--- src/rtl/score_hex_pkg.sv ---
// Shared types and the active-low 7-segment table for the score display.
package score_hex_pkg;

  // Winner-digit display state.
  typedef enum logic [1:0] {
    StIdle,
    StBlinkOn,
    StBlinkOff,
    StHold
  } state_e;

  localparam logic [6:0] SEG_BLANK = 7'b1111111;

  // Active-low segments, bit 6 = g. Entry n shows digit n.
  localparam logic [9:0][6:0] SEG_TABLE = {
    7'b0010000,  // 9
    7'b0000000,  // 8
    7'b1111000,  // 7
    7'b0000010,  // 6
    7'b0010010,  // 5
    7'b0011001,  // 4
    7'b0110000,  // 3
    7'b0100100,  // 2
    7'b1111001,  // 1
    7'b1000000   // 0
  };

endpackage

--- src/rtl/hex_digit_decode.sv ---
// Combinational 4-bit to active-low 7-segment decode; 10..15 show blank.
module hex_digit_decode
  import score_hex_pkg::*;
(
  input  logic [3:0] value_i,
  output logic [6:0] seg_o
);

  // Table lookup with blank as the default for non-decimal values.
  always_comb begin
    seg_o = SEG_BLANK;
    for (int i = 0; i < 10; i++) begin
      if (value_i == 4'(i)) seg_o = SEG_TABLE[i];
    end
  end

endmodule

--- src/rtl/score_hex_display.sv ---
// Per-player round score tracker with 7-segment outputs and a blinking
// last-winner digit. All outputs are decoded from registers only.
module score_hex_display
  import score_hex_pkg::*;
#(
  parameter int unsigned NUM_PLAYERS = 2,
  parameter int unsigned SCORE_MAX   = 7,
  parameter int unsigned BLINK_HALF  = 25,
  parameter int unsigned BLINK_COUNT = 3
) (
  input  logic                        clk,
  input  logic                        reset,
  input  logic [NUM_PLAYERS-1:0]      win,
  input  logic                        clear_scores,
  output logic [NUM_PLAYERS-1:0][6:0] hex_score,
  output logic [6:0]                  hex_winner,
  output logic                        game_over
);

  localparam int unsigned PhaseW  = $clog2(BLINK_HALF + 1);
  localparam int unsigned PeriodW = $clog2(BLINK_COUNT + 1);

  logic [NUM_PLAYERS-1:0]      win_prev_q;
  logic [NUM_PLAYERS-1:0]      rise;
  logic [NUM_PLAYERS-1:0]      grant;
  logic [NUM_PLAYERS-1:0][3:0] score_q, score_d;
  logic                        game_over_q, game_over_d;
  logic [3:0]                  win_num_q, win_num_d;
  state_e                      state_q, state_d;
  logic [PhaseW-1:0]           phase_q, phase_d;
  logic [PeriodW-1:0]          period_q, period_d;
  logic [PeriodW-1:0]          period_inc;
  logic                        phase_end;
  logic [6:0]                  winner_seg;

  assign rise       = win & ~win_prev_q;
  // Isolate the lowest set rise bit: lower player index wins ties.
  assign grant      = rise & (~rise + NUM_PLAYERS'(1));
  assign phase_end  = (phase_q == PhaseW'(BLINK_HALF - 1));
  assign period_inc = period_q + PeriodW'(1);

  // Next-state: blink sequencing, then clear / accepted win override it.
  always_comb begin
    score_d     = score_q;
    game_over_d = game_over_q;
    win_num_d   = win_num_q;
    state_d     = state_q;
    phase_d     = phase_q;
    period_d    = period_q;

    unique case (state_q)
      StBlinkOn: begin
        if (phase_end) begin
          state_d = StBlinkOff;
          phase_d = '0;
        end else begin
          phase_d = phase_q + PhaseW'(1);
        end
      end
      StBlinkOff: begin
        if (phase_end) begin
          phase_d  = '0;
          period_d = period_inc;
          state_d  = (period_inc == PeriodW'(BLINK_COUNT)) ? StHold : StBlinkOn;
        end else begin
          phase_d = phase_q + PhaseW'(1);
        end
      end
      StIdle, StHold: ;
      default: ;
    endcase

    if (clear_scores) begin
      score_d     = '0;
      game_over_d = 1'b0;
      win_num_d   = '0;
      state_d     = StIdle;
      phase_d     = '0;
      period_d    = '0;
    end else if (!game_over_q && (|rise)) begin
      for (int i = 0; i < int'(NUM_PLAYERS); i++) begin
        if (grant[i]) begin
          if (score_q[i] < 4'(SCORE_MAX)) score_d[i] = score_q[i] + 4'd1;
          if (score_q[i] + 4'd1 == 4'(SCORE_MAX)) game_over_d = 1'b1;
          win_num_d = 4'(i + 1);
        end
      end
      state_d  = StBlinkOn;
      phase_d  = '0;
      period_d = '0;
    end
  end

  // State registers with asynchronous clear.
  always_ff @(posedge clk or posedge reset) begin
    if (reset) begin
      win_prev_q  <= '0;
      score_q     <= '0;
      game_over_q <= 1'b0;
      win_num_q   <= '0;
      state_q     <= StIdle;
      phase_q     <= '0;
      period_q    <= '0;
    end else begin
      win_prev_q  <= win;
      score_q     <= score_d;
      game_over_q <= game_over_d;
      win_num_q   <= win_num_d;
      state_q     <= state_d;
      phase_q     <= phase_d;
      period_q    <= period_d;
    end
  end

  for (genvar g = 0; g < NUM_PLAYERS; g++) begin : g_score_dec
    hex_digit_decode u_score_dec (
      .value_i (score_q[g]),
      .seg_o   (hex_score[g])
    );
  end

  hex_digit_decode u_winner_dec (
    .value_i (win_num_q),
    .seg_o   (winner_seg)
  );

  // Winner digit visible only in the ON half of a blink and while holding.
  always_comb begin
    hex_winner = SEG_BLANK;
    if (state_q == StBlinkOn || state_q == StHold) hex_winner = winner_seg;
  end

  assign game_over = game_over_q;

endmodule
--- config.mk ---
export PLATFORM = sky130hd
export DESIGN_NAME = score_hex_display
export DESIGN_NICKNAME = d
export VERILOG_FILES = /design/src/rtl/score_hex_pkg.sv /design/src/rtl/hex_digit_decode.sv /design/src/rtl/score_hex_display.sv
export SDC_FILE = /design/constraint.sdc
export NUM_CORES = 1
export LEC_CHECK = 0
export BUFFER_PORTS_ARGS = -buffer_cell sky130_fd_sc_hd__buf_2
export CAP_MARGIN = 25
export CORE_UTILIZATION = 47
export CTS_BUF_LIST = sky130_fd_sc_hd__clkbuf_8 sky130_fd_sc_hd__clkbuf_16
export DETAILED_ROUTE_END_ITERATION = 6
export GPL_TIMING_DRIVEN = 0
export HOLD_SLACK_MARGIN = 0.06
export PLACE_DENSITY = 0.76
export SETUP_SLACK_MARGIN = 0.1
export SKIP_LAST_GASP = 1
export SLEW_MARGIN = 20
export SYNTH_ARGS = -nofsm -noshare
export SYNTH_HDL_FRONTEND = slang
export SYNTH_SLANG_ARGS = --single-unit
export TNS_END_PERCENT = 5
--- constraint.sdc ---
create_clock -name clk -period 4.8 [get_ports clk]
set_clock_uncertainty 0.1 [all_clocks]
set_input_delay 0.24 -clock clk [delete_from_list [all_inputs] [get_ports clk]]
set_output_delay 0.24 -clock clk [all_outputs]
set_load 0.03 [all_outputs]
# Yosys cells after proc, flatten, opt, wreduce, memory -nomap -nowiden
# Cells that the tools add are included.
[word_totals] ff_bits=24 input_bits=5 out_inout_bits=22 word_cells=139
[classes] n_addsub=5 n_lt_le_gt_ge=2 eq_ne=36 n_mux=61 bitwise_logic=4 n_reduce_logical=23
[op_table] op="7-bit two-way mux" count=25
[op_table] op="4-bit by 3-bit equality test with 1-bit output (second input constant)" count=14
[op_table] op="6-bit two-way mux" count=6
[op_table] op="4-bit two-way mux" count=8
[op_table] op="4-bit by 2-bit equality test with 1-bit output (second input constant)" count=6
[op_table] op="4-bit equality test (second input constant)" count=6
[op_table] op="5-bit two-way mux" count=4
[op_table] op="2-bit two-way mux" count=9
[op_table] op="8-bit two-way mux" count=2
[op_table] op="4-bit by 1-bit equality test with 1-bit output (second input constant)" count=3
[op_table] op="4-bit zero test" count=3
[op_table] op="3-bit nonzero test" count=4
[op_table] op="2-bit nonzero test" count=5
[op_table] op="3-bit AND reduction" count=3
[op_table] op="4-bit by 1-bit adder with 4-bit output (second input constant)" count=2
[op_table] op="4-bit by 3-bit less-than comparator with 1-bit output (second input constant)" count=2
[op_table] op="4-bit inequality test (second input constant)" count=2
[op_table] op="2-bit equality test (second input constant)" count=3
[op_table] op="1-bit two-way mux" count=6
[op_table] op="5-bit by 1-bit adder with 5-bit output (second input constant)" count=1
[op_table] op="5-bit equality test (second input constant)" count=1
[op_table] op="2-bit by 1-bit adder with 2-bit output (second input constant)" count=2
[op_table] op="2-bit bitwise AND" count=2
[op_table] op="2-bit NOT" count=2
[op_table] op="other kinds (8)" count=10

# Longest topological paths before layout
[logic_depth] word_depth=12 depth_mapped=7 depth_no_buf=6

# Cells and area by module
# From an unflattened synthesis, not the netlist that was laid out.
[unflattened] hier_cells=209 area_unflattened_um2=1712.9
[by_module_without_submodules] mod="score_hex_display" instances=1 cells_each=137 area_each_um2=1277.5 seq_area_each_um2=550.5
[by_module_without_submodules] mod="hex_digit_decode" instances=3 cells_each=24 area_each_um2=145.1 seq_area_each_um2=0.0

# Worst setup path before layout
# Ideal clock, no wire load.
[synth_path] kind="flip-flop to output port" start="register score_q[1] (netlist bit)" end="output port hex_score[2] (netlist bit)" arrival_ns=1.922 t_required_ns=4.460 setup_slack_ns=2.538 path_stages_with_launch=6 n_path_buf=0 cell_sequence="dfrtp_1 inv_1 ha_1 or2_2 o22a_1 o21ai_0"
[synth_lines] element="from (decl)" line="score_hex_display.sv:26" rtl="logic [NUM_PLAYERS-1:0][3:0] score_q, score_d;"
[synth_lines] element="from (signal assigned)" line="score_hex_display.sv:106" rtl="score_q <= score_d;"
[synth_lines] element="to (decl)" line="score_hex_display.sv:15" rtl="output logic [NUM_PLAYERS-1:0][6:0] hex_score,"

==> run metrics <==
Die Ht roughly 63 um; Synth Flop Type dfrtp_1; Critical R2R Launch score_q[0]; CTS root buf clkbuf_8; fmax between 400 and 500 MHz; P_leak 0.937 nW; share of cells above drive strength 1 ~17%; sequential cell area fraction in the yosys report roughly a third; Fin Hold WS approximately 0.08 ns; CP Class reg -> out; I/O pins 27; syn_nets 230; worst skew pair latency around 0.26 ns; Synth Register Bits 22; fin crit period around 2.4 ns; fillers ~310; Setup Total Neg Slack 0 ns; Post-synth EDFFs 0; Setup crit start score_q[5]; Worst VDD drop 0.269 mV; Antenna Cells 0; area occupied by multi-input gates ~1000 sq um; first-pass iteration count of the detailed router 4; core area approximately 3400 sq um; synth unique cells 42; dpl ws 2.74 ns; Synth Warn # 0; relative slew slack between 40% and 50%; status finished, final reports clean; Mean Syn Cell Area around 8 sq um; Hold Crit Class in -> reg; Site Rows 21; worst path arrival time slightly above 2 ns; die width about 63 um; Setup WS post-layout between 2 and 2.5 ns; Max Cap Violations 0; Slew @ Worst Pin about 0.81 ns; RSZ-0062 raised after global routing false; DRT iter0 DRCs 89; FF/Latch Area ~550 sq um; Worst Path Buf+Inv 3; number of placed instances, taps included 282; DR vias/cell between 5 and 6; Async SR Flop Fraction 100%; vias in the first global route roughly 1400; CP max stage delay between 0.4 and 0.5 ns; CTS tree done; Mapped Area 1720 sq um; Crit path depth 7; fin. max-slew vios 0; DR vias ~1600; Max stage delay cell, worst path dfrtp_1; Max Root-Sink Buffers 2; flop-to-flop setup slack 2.96 ns; crit path capture hex_score[13]; GRT Total Usage between 10% and 20%; Cells after Synth 210; grt ovf 0; first-pass GRT wire length between 5 and 6 mm; residual DRC count 0; CP max FO 7; crit path cell chain inv_1, ha_1, clkbuf_1, or2_2, a21oi_1, o32a_1, buf_2; CP required approximately 4.5 ns; non-filler cells, final ~290; Total Wirelength 3.41 mm; cell family with most CP delay buffers and inverters; PortBufs 26; CP endpoint kind output pin; RD Place Congestion approximately 0.76; htree depth 1; clk sinks 22; CTS buffer count 3; post-CTS sizing 0; PwrDens roughly 260 nW/um^2; clk slew on worst S/H paths approximately 0.08 ns; r2r endpoint score_q[1]; initial antenna violation count 0; Final period util a little under 50%; FF-to-FF path depth 4; dpl hpwl roughly 2.4 mm; # Post-CTS Setup Buffers 0; P&R area growth vs syn 16.8%; largest net degree at the start of global routing 23; Placed Area around 1900 sq um; Routed Antenna Nets 0; endpoints failing setup 0; Die ar. approximately 3900 sq um; Starting Density a little over 50%; Finished Cell Area approximately 2000 sq um; final hold vios 0; Nets approximately 260; Avg WL per Cell between 10 and 15 um; startpoint types flip-flop
-- synth_stat cells (4+ instances only) --
library cell / n / share of area, %
a21oi_1: 29 / 8.4
clkbuf_1: 6 / 1.3
dfrtp_1: 22 / 32
ha_1: 15 / 11
inv_1: 17 / 3.7
mux2i_1: 6 / 3.5
nand2_1: 13 / 2.8
nand2b_1: 7 / 2.5
nor2_1: 26 / 5.7
nor3_1: 7 / 2.0
o21ai_0: 10 / 2.9
xnor2_1: 4 / 2.0
-- per-layer routing --
layer / part of all wire, % / global-route usage, %
met1: 48 / 24.0
met3: 3.8 / 3.28
met2: 47 / 32.2
met4: 0.91 / 4.36
met5: 0 / 0
-- registers in the layout (all words and copies together) (netlist names) --
| signal | count |
|---|---|
| period_q | 2 |
| win_num_q | 2 |
| state_q | 2 |
| win_prev_q | 2 |
| game_over | 1 |
| phase_q | 5 |
| score_q | 8 |
-- how the worst min path moves through the flow --
stage,start,endpoint,cells past startpoint
2_1_floorplan,reset,game_over,1
3_3_place_gp,win[1],win_prev_q[1],1
3_5_place_dp,win[1],win_prev_q[1],1
4_1_cts,clear_scores,state_q[0],2
5_1_grt,clear_scores,state_q[0],2
6_report,clear_scores,state_q[0],2
-- layout make-up --
cell class,instances,area share [%]
multi-input combinational,158,52.1
sequential,22,27.3
timing repair buffer,29,7.96
inverter,18,3.36
tap,46,2.86
buffer,12,2.80
clock buffer,3,2.05
clock inverter,1,1.49
-- power by group --
group          total, W  internal (W)  leakage [nW]  switching (W)
sequential     0.000199      0.000191         0.298     0.00000757
combinational  0.000152     0.0000526         0.603      0.0000992
clock          0.000171      0.000111        0.0357      0.0000597
-- metrics by stage --
step / utilization [%] / power (W)
detailed placement: 56.0 / 0.000353
global placement: 56.0 / 0.000351
CTS: 58.9 / 0.000528
global route: 58.9 / 0.000549
finish: 58.9 / 0.000522
floorplan: - / 0.000318
-- layout by cell type, fill, tap and decap left out, drive strengths merged, types with 2 or more instances in the layout --
master,Yosys,layout
nor3b,2,2
a211oi,2,2
o21ai,10,10
or2,3,3
inv,18,18
clkbuf,6,9
or3,3,3
a31oi,3,3
o22a,2,2
xnor2,4,4
nor4b,2,2
nor3,7,7
buf,6,32
xor2,2,2
nand2b,8,8
dfrtp,22,22
dlygate4sd3,0,3
o22ai,2,2
nand2,13,13
ha,15,15
nor2,26,26
nor2b,3,3
a21oi,29,29
nand3,2,2
a21o,2,2
mux2i,6,6
-- what timing repair did --
item                       CTS  global route
setup endpoints to repair    0             0
hold endpoints to repair    24             0
hold buffers                 3             0
-- cell families (layout without fill, tap and decap cells) --
family / count (synthesis) / in the layout / share of synthesized area, %
adders and majority gates: 15 / 15 / 10.9
and+or+nand+nor: 72 / 72 / 21.9
AOI/OAI and AO/OA: 59 / 59 / 21.6
buffers and inverters: 30 / 63 / 7.18
muxes: 6 / 6 / 3.48
xor gates and xnor gates: 6 / 6 / 3.05
DFF: 22 / 22 / 31.9
Note: power is estimated with default switching activity, not from simulation.
